==> src/rtl/imem_port_arbiter_if.sv <==
// imem_port_arbiter_if: fetch, loader and memory-port signals of the instruction memory arbiter.
interface imem_port_arbiter_if #(
  parameter int AW = 32,
  parameter int DW = 32
);
  logic          f_req;
  logic [AW-1:0] f_addr;
  logic          flush_fetch;
  logic          f_gnt;
  logic          f_rvalid;
  logic [DW-1:0] f_rdata;
  logic          l_req;
  logic          l_we;
  logic [AW-1:0] l_addr;
  logic [DW-1:0] l_wdata;
  logic          l_gnt;
  logic          l_rvalid;
  logic [DW-1:0] l_rdata;
  logic          m_req;
  logic          m_we;
  logic [AW-1:0] m_addr;
  logic [DW-1:0] m_wdata;
  logic          m_ack;
  logic [DW-1:0] m_rdata;
  logic          busy;
  logic          timeout_err;
  modport slave (
    input  f_req, f_addr, flush_fetch, l_req, l_we, l_addr, l_wdata, m_ack, m_rdata,
    output f_gnt, f_rvalid, f_rdata, l_gnt, l_rvalid, l_rdata, m_req, m_we, m_addr, m_wdata,
           busy, timeout_err
  );
  modport master (
    output f_req, f_addr, flush_fetch, l_req, l_we, l_addr, l_wdata, m_ack, m_rdata,
    input  f_gnt, f_rvalid, f_rdata, l_gnt, l_rvalid, l_rdata, m_req, m_we, m_addr, m_wdata,
           busy, timeout_err
  );
endinterface

==> src/rtl/imem_port_arbiter.sv <==
// imem_port_arbiter: shares one instruction memory port between fetch and loader, with ack timeout.
// Define ARB_ROUND_ROBIN_EN for round-robin on contention; otherwise the loader always beats fetch.
module imem_port_arbiter #(
  parameter int AW      = 32,
  parameter int DW      = 32,
  parameter int TIMEOUT = 255
) (
  input logic clk,
  input logic rst,
  imem_port_arbiter_if.slave bus
);
  localparam logic [1:0] IDLE = 2'd0, BUSY_F = 2'd1, BUSY_L = 2'd2;
  localparam logic [DW-1:0] NOP = DW'(32'h13);
  localparam logic [15:0] LIMIT = 16'(TIMEOUT);
  logic [1:0] state;
  logic [15:0] cnt;
  logic flushed, f_ok, pick_l, done;
  assign f_ok = bus.f_req && !bus.flush_fetch;
`ifdef ARB_ROUND_ROBIN_EN
  logic last_l;
  assign pick_l = bus.l_req && !(f_ok && last_l);
`else
  assign pick_l = bus.l_req;
`endif
  // ack and timeout may coincide; the ack data takes precedence below
  assign done = state != IDLE && (bus.m_ack || cnt + 16'd1 == LIMIT);
  assign bus.busy = state != IDLE;
  assign bus.m_req = state != IDLE;
  always_ff @(posedge clk or negedge rst)
    if (!rst) begin
      state <= IDLE;
      cnt <= '0;
      flushed <= 1'b0;
      bus.f_gnt <= 1'b0;
      bus.l_gnt <= 1'b0;
      bus.f_rvalid <= 1'b0;
      bus.l_rvalid <= 1'b0;
      bus.f_rdata <= '0;
      bus.l_rdata <= '0;
      bus.m_we <= 1'b0;
      bus.m_addr <= {AW{1'b0}};
      bus.m_wdata <= '0;
      bus.timeout_err <= 1'b0;
`ifdef ARB_ROUND_ROBIN_EN
      last_l <= 1'b0;
`endif
    end else begin
      bus.f_gnt <= 1'b0;
      bus.l_gnt <= 1'b0;
      bus.f_rvalid <= 1'b0;
      bus.l_rvalid <= 1'b0;
      if (state == IDLE) begin
        if (pick_l || f_ok) begin
          state <= pick_l ? BUSY_L : BUSY_F;
          bus.l_gnt <= pick_l;
          bus.f_gnt <= !pick_l;
          bus.m_we <= pick_l && bus.l_we;
          bus.m_addr <= pick_l ? bus.l_addr : bus.f_addr;
          bus.m_wdata <= pick_l ? bus.l_wdata : '0;
          cnt <= '0;
          flushed <= 1'b0;
`ifdef ARB_ROUND_ROBIN_EN
          last_l <= pick_l;
`endif
        end
      end else if (done) begin
        state <= IDLE;
        bus.m_we <= 1'b0;
        if (!bus.m_ack) bus.timeout_err <= 1'b1;
        if (state == BUSY_L) begin
          bus.l_rvalid <= 1'b1;
          bus.l_rdata <= (bus.m_ack && !bus.m_we) ? bus.m_rdata : '0;
        end else if (!flushed && !bus.flush_fetch) begin
          bus.f_rvalid <= 1'b1;
          bus.f_rdata <= bus.m_ack ? bus.m_rdata : NOP;
        end
      end else begin
        cnt <= cnt + 16'd1;
        if (bus.flush_fetch) flushed <= 1'b1;
      end
    end
endmodule

==> src/flat_wrapper.sv <==
// flat-port wrapper written by rule: the top's interface ports become plain ports
module imem_port_arbiter_flat 
#(
  parameter int AW      = 32,
  parameter int DW      = 32,
  parameter int TIMEOUT = 255
)
  (clk, rst, bus_f_req, bus_f_addr, bus_flush_fetch, bus_l_req, bus_l_we, bus_l_addr, bus_l_wdata, bus_m_ack, bus_m_rdata, bus_f_gnt, bus_f_rvalid, bus_f_rdata, bus_l_gnt, bus_l_rvalid, bus_l_rdata, bus_m_req, bus_m_we, bus_m_addr, bus_m_wdata, bus_busy, bus_timeout_err);
  imem_port_arbiter_if #(.AW(AW), .DW(DW)) bus_i ();
  input logic clk;
  input logic rst;
  input wire logic [$bits(bus_i.f_req)-1:0] bus_f_req;
  input wire logic [$bits(bus_i.f_addr)-1:0] bus_f_addr;
  input wire logic [$bits(bus_i.flush_fetch)-1:0] bus_flush_fetch;
  input wire logic [$bits(bus_i.l_req)-1:0] bus_l_req;
  input wire logic [$bits(bus_i.l_we)-1:0] bus_l_we;
  input wire logic [$bits(bus_i.l_addr)-1:0] bus_l_addr;
  input wire logic [$bits(bus_i.l_wdata)-1:0] bus_l_wdata;
  input wire logic [$bits(bus_i.m_ack)-1:0] bus_m_ack;
  input wire logic [$bits(bus_i.m_rdata)-1:0] bus_m_rdata;
  output wire logic [$bits(bus_i.f_gnt)-1:0] bus_f_gnt;
  output wire logic [$bits(bus_i.f_rvalid)-1:0] bus_f_rvalid;
  output wire logic [$bits(bus_i.f_rdata)-1:0] bus_f_rdata;
  output wire logic [$bits(bus_i.l_gnt)-1:0] bus_l_gnt;
  output wire logic [$bits(bus_i.l_rvalid)-1:0] bus_l_rvalid;
  output wire logic [$bits(bus_i.l_rdata)-1:0] bus_l_rdata;
  output wire logic [$bits(bus_i.m_req)-1:0] bus_m_req;
  output wire logic [$bits(bus_i.m_we)-1:0] bus_m_we;
  output wire logic [$bits(bus_i.m_addr)-1:0] bus_m_addr;
  output wire logic [$bits(bus_i.m_wdata)-1:0] bus_m_wdata;
  output wire logic [$bits(bus_i.busy)-1:0] bus_busy;
  output wire logic [$bits(bus_i.timeout_err)-1:0] bus_timeout_err;
  assign bus_i.f_req = bus_f_req;
  assign bus_i.f_addr = bus_f_addr;
  assign bus_i.flush_fetch = bus_flush_fetch;
  assign bus_i.l_req = bus_l_req;
  assign bus_i.l_we = bus_l_we;
  assign bus_i.l_addr = bus_l_addr;
  assign bus_i.l_wdata = bus_l_wdata;
  assign bus_i.m_ack = bus_m_ack;
  assign bus_i.m_rdata = bus_m_rdata;
  assign bus_f_gnt = bus_i.f_gnt;
  assign bus_f_rvalid = bus_i.f_rvalid;
  assign bus_f_rdata = bus_i.f_rdata;
  assign bus_l_gnt = bus_i.l_gnt;
  assign bus_l_rvalid = bus_i.l_rvalid;
  assign bus_l_rdata = bus_i.l_rdata;
  assign bus_m_req = bus_i.m_req;
  assign bus_m_we = bus_i.m_we;
  assign bus_m_addr = bus_i.m_addr;
  assign bus_m_wdata = bus_i.m_wdata;
  assign bus_busy = bus_i.busy;
  assign bus_timeout_err = bus_i.timeout_err;
  imem_port_arbiter #(.AW(AW), .DW(DW), .TIMEOUT(TIMEOUT)) u_core (.clk(clk), .rst(rst), .bus(bus_i));
endmodule
==> config.mk <==
export PLATFORM = sky130hd
export DESIGN_NAME = imem_port_arbiter_flat
export DESIGN_NICKNAME = d
export VERILOG_FILES = /design/src/rtl/imem_port_arbiter_if.sv /design/src/rtl/imem_port_arbiter.sv /design/src/flat_wrapper.sv
export SDC_FILE = /design/constraint.sdc
export NUM_CORES = 1
export LEC_CHECK = 0
export ABC_AREA = 1
export CORE_MARGIN = 3
export CORE_UTILIZATION = 35
export DETAILED_ROUTE_END_ITERATION = 12
export GPL_TIMING_DRIVEN = 0
export PLACE_DENSITY_LB_ADDON = 0.25
export SYNTH_ARGS = -nofsm -noshare
export SYNTH_HDL_FRONTEND = slang
export SYNTH_SLANG_ARGS = --single-unit
==> constraint.sdc <==
create_clock -name clk -period 2.76 [get_ports clk]
set_input_delay 0.276 -clock clk [delete_from_list [all_inputs] [get_ports clk]]
set_output_delay 0.276 -clock clk [all_outputs]
set_load 0.01 [all_outputs]
* Word level (Yosys, flattened, before mapping) *
Cells that the tools add are included.

storage, ports and cells
  bits in registers = 153
  input port bits = 135
  output and inout port bits = 136
  word-level logic and storage cells = 72

cells by class
  $add $sub $neg = 1
  equality and inequality tests = 4
  muxes and demuxes = 29
  bitwise logic cells = 3
  reduce and logical (&&, ||, !) cells = 22

operators with widths
  cell                   count
  $mux 32                4
  $mux 16                3
  $mux 1                 18
  $add 16x1->16 const B  1
  $eq 16x8->1 const B    1
  $reduce_and 3->1       3
  $mux 2                 4
  $reduce_and 2->1       3
  $reduce_bool 2->1      3
  $logic_and 1x1->1      5
  $logic_not 1->1        4
  $ne 2x2->1 const B     2
  $reduce_and 4->1       1
  $not 1->1              3
  $eq 2x2->1 const B     1
  $logic_not 2->1        1
  $logic_or 1x1->1       2

* Logic depth before layout (Yosys ltp) *
  word-level depth = 6
  mapped depth = 17
  depth with buffers taken out = 15

* Worst setup path before layout *
No wires, ideal clock.

  path type = register to register
  start = reg u_core.cnt[0]
  end = reg u_core.bus.l_rdata[10]
  library setup time = 118 ps
  arrival time = 1891 ps
  required time = 2642 ps
  path slack = 751 ps
  stages on the path, launching flop included = 15
  path buffers = 2
  period minus slack after synthesis = 2009 ps
  cell sequence = dfrtp_1 > ha_1 > nand3_1 > inv_2 > nand2_1 > nor2_1 > xor2_1 > nor2_1 > nand3_4 > nand2_2 > nand2_2 > buf_6 > buf_6 > nand2_1 > o21ai_2

between the ends
  cells in the longest elaborated chain, start to end = 5

ends and longest elaborated chain
  item                               RTL line                    text
  start, declared                    imem_port_arbiter.sv:16     logic [15:0] cnt;
  start signal, assigned             imem_port_arbiter.sv:78     cnt <= cnt + 16'd1;
  $add 16x1->16                      imem_port_arbiter.sv:26     assign done = state != IDLE && (bus.m_ack || cnt + 16'd1 == LIMIT);
  $eq 16x8->1                        imem_port_arbiter.sv:26
  $logic_or 1x1->1                   imem_port_arbiter.sv:26
  $logic_and 1x1->1                  imem_port_arbiter.sv:26
  $reduce_and 3->1 (no source line)  -
  end signal, assigned               imem_port_arbiter.sv:72     bus.l_rdata <= (bus.m_ack && !bus.m_we) ? bus.m_rdata : '0;
  end, declared                      imem_port_arbiter_if.sv:29  output f_gnt, f_rvalid, f_rdata, l_gnt, l_rvalid, l_rdata, m_req, m_we, m_addr, m_wdata,

Every way passes these cells.
A chain may end at the register's enable or synchronous reset.

* Worst setup path after layout *
  start = reg u_core.state[0]
  end = out bus_m_req

between the ends
  cells in the longest elaborated chain, start to end = 1

ends and longest elaborated chain
  item                    RTL line                 text
  start, declared         imem_port_arbiter.sv:15  logic [1:0] state;
  start signal, assigned  imem_port_arbiter.sv:54  state <= pick_l ? BUSY_L : BUSY_F;
  $reduce_bool 2->1       imem_port_arbiter.sv:28  assign bus.m_req = state != IDLE;
  end, declared           flat_wrapper.sv:27       output wire logic [$bits(bus_i.m_req)-1:0] bus_m_req;

Every way passes these cells.

==> results.md <==
- CTS sink cnt: 153
- Slowest stage delay, CP: 0.52 ns
- M3 GR Usage: 0.0714
- Iter 0 DRT Violations: 322
- Vias in the first global route: 6132
- Ys async rst share: 1.00
- Met2 GRT Util: 0.327
- CTS buffer count: 17
- Cell count after synthesis: approximately 750
- Post-Syn Area: 6710 um^2
- # setup viols final: 0
- Row cnt: just under 50
- Largest net degree at the start of global routing: a little over 80
- Maxcap violations: 0
- Antenna diode count: 0
- Max clock buf depth: 2
- Synthesized flop and latch total: 153
- Busiest grt layer: met2
- Routed WL: 20600 um
- RePlAce Congestion: 0.867
- Final Util: 0.562
- Antenna Violating Nets Remaining: 0
- Rel. slew slack: 0.531
- Count leader, synth: nand2_1
- Initial Utilization: 0.365
- Clock slew at reported path FFs: 0.06 ns
- Worst path required time: 2.48 ns
- Global route overflow: 0
- CTS H-tree depth: 4
- Sequential element share of the synthesized area: 0.571
- Leakage: 4.75 nW
- Met1 Resource Use GR: 0.244
- Fin Hold WS: between 0.3 and 0.4 ns
- Setup WS pre-CTS: 0.411 ns
- Crit Path Max Fanout: 12
- Via density: 4.81
- Yosys top cell area share: 0.571
- Postcts setup bufs: 0
- WL/cell: 16.1 um
- Final Critical Period: 2.44 ns
- Yosys warns: 0
- Clk_lat worst skew: approximately 0.42 ns
- Final Hold Vio Count: 0
- Die Y: 144 um
- First-pass GRT wire length: ~32000 um
- Fraction of layout instances using a drive strength above 1: 0.0790
- Slowest cell on the critical path: clkdlybuf4s50_1
- Worst Skew: between 0.01 and 0.015 ns
- Pre-antenna DRT Iters: 4
- Gr usage total: 0.196
- Synth top cells by count: nand2_1, dfrtp_1, nand3_1
- Yosys cell types: 28
- Nature of the critical path startpoint: register
- Boundary Pins: 271
- Commonest register cell after synthesis: dfrtp_1
- Crit end category: output pin
- VDD IR-drop max: 0.000505 V
- Worst path cell trace: nor2_1 -> inv_1 -> clkbuf_2 -> buf_4 -> clkdlybuf4s50_1
- Clk Tree Root Cell: clkbuf_16
- CTS tree: done
- Max Transition Viols Final: 0
- Tightest Pin Transition: approximately 0.7 ns
- Fillers: approximately 1700
- Initial antenna violation count: 0
- PwrDens: 1050 nW/um^2
- Die W: 144 um
- Critical path buffer and inverter count: 4
- Syn_nets: 886
- Tot Pwr: 10.8 mW
- Status: completed
- Maximum clock frequency: 0.410 GHz
- P&R area growth vs syn: 54.1%
- Synth area leader: dfrtp_1
- Dpl hpwl: 15500 um
- Delay-heaviest family, CP: buffers and inverters
- Number of synthesized flops with an enable pin: 0
- Via count: 6151
- Core ar.: 18400 um^2
- Final period utilization: 0.884
- Hold crit path type: input port to register
- Final #Nets: 1174
- Worst endpoint data arrival time: 2.16 ns
- Mapped Avg Cell Area: 8.95 um^2
- Die Area: 20900 um^2
- RSZ-0062 raised after global routing: no
- IO Port Bufs: ~270
- Type of the worst setup path: register to output pin
- Largest cells by area after synthesis: dfrtp_1, nand2_1, nand3_1
- Worst Setup Slack, final: about 0.32 ns
- DRC Markers: 0
what timing repair did:
| item | in CTS | in global routing |
|---|---|---|
| setup endpoints to repair | 1 | 1 |
| endpoints found under the hold margin | 72 | 0 |
| pin swaps | 0 | 0 |
| gates resized for setup | 1 | 0 |
| hold buffers | 1 | 0 |
| gates cloned | 0 | 0 |
path summary, 6_finish.rpt:
check                           slack (ns)                                from                                  to  depth (start not counted)
worst max-delay path                  0.32         u_core.state[0]$_DFFE_PN0P_                           bus_m_req                          5
worst min-delay path                  0.33                           bus_l_req    u_core.bus.m_addr[7]$_DFFE_PN0P_                          3
worst max register to register        0.38           u_core.cnt[1]$_DFFE_PN0P_   u_core.bus.f_rdata[0]$_DFFE_PN0P_                         12
worst min register to register        0.47  u_core.bus.f_rdata[12]$_DFFE_PN0P_  u_core.bus.f_rdata[12]$_DFFE_PN0P_                          2
max in group asynchronous             1.47                                 rst   u_core.bus.m_addr[13]$_DFFE_PN0P_                          3
min in group asynchronous             0.44                                 rst   u_core.bus.l_rdata[8]$_DFFE_PN0P_                          2
state kept, by name, indices dropped and copies added, names as in the netlist:
| name | cells |
|---|---|
| u_core.bus.f_rdata | 32 |
| u_core.bus.l_rdata | 32 |
| u_core.state | 2 |
| u_core.bus.m_addr | 32 |
| u_core.cnt | 16 |
| u_core.bus.f_rvalid | 1 |
| u_core.bus.timeout_err | 1 |
| u_core.bus.l_gnt | 1 |
| u_core.flushed | 1 |
| u_core.bus.m_we | 1 |
| u_core.bus.m_wdata | 32 |
| u_core.bus.f_gnt | 1 |
| u_core.bus.l_rvalid | 1 |
cells by family after synthesis:
| group | after synthesis | share of synthesized area |
|---|---|---|
| compound gates | 105 | 0.116 |
| xor+xnor | 2 | 0.00261 |
| fa+ha+maj | 2 | 0.00373 |
| buf+inv | 90 | 0.0588 |
| flops | 153 | 0.571 |
| simple gates | 397 | 0.248 |
final cells by class:
| cell class | count | area (um^2) | area share |
|---|---|---|---|
| Sequential cell | 153 | 3830 | 0.370 |
| Buffer | 47 | 234 | 0.0226 |
| Tap cell | 229 | 287 | 0.0277 |
| Clock inverter | 13 | 180 | 0.0174 |
| Clock buffer | 19 | 443 | 0.0429 |
| Timing Repair Buffer | 270 | 2720 | 0.263 |
| Multi-Input combinational cell | 506 | 2480 | 0.240 |
| Inverter | 42 | 158 | 0.0153 |
worst reg2reg max path: cells and delay by family (launching register included):
| kind | cells | cell delay, ns |
|---|---|---|
| and+or+nand+nor | 7 | 0.92 |
| adders and majority gates | 1 | 0.21 |
| DFF | 1 | 0.40 |
| xor gates and xnor gates | 1 | 0.20 |
| buffers and inverters | 2 | 0.43 |
| AOI/OAI and AO/OA | 1 | 0.10 |
through the flow:
step / instance area, um^2 / std cells / TNS (ns)
floorplan: 6710 / 749 / 0
global placement: 9680 / 1246 / -764.28
detailed placement: 9700 / 1247 / 0
CTS: 10300 / 1280 / 0
global route: 10300 / 1279 / 0
finish: 10300 / 1279 / 0
power breakdown:
group	total, mW	internal, mW	switching [mW]
sequential	3.75	3.20	0.544
combinational	4.59	2.45	2.14
clock	2.47	1.48	1.00
layer usage:
layer,wire length [um],share of wire
met1,8460,0.41
met2,10200,0.49
met5,0,0
met3,1810,0.088
met4,165,0.0080
cells in the final DEF (no fill, tap or decap), types with 23 or more instances in the layout:
| master | Yosys | routed |
|---|---|---|
| nand3_1 | 57 | 57 |
| clkdlybuf4s50_1 | 0 | 267 |
| nor2_1 | 53 | 53 |
| a22o_1 | 32 | 32 |
| o21ai_2 | 23 | 23 |
| clkbuf_1 | 30 | 29 |
| dfrtp_1 | 153 | 153 |
| a31oi_1 | 32 | 32 |
| nand2_1 | 254 | 254 |
| inv_1 | 36 | 36 |
No activity file was read; power rests on OpenSTA's default activity.
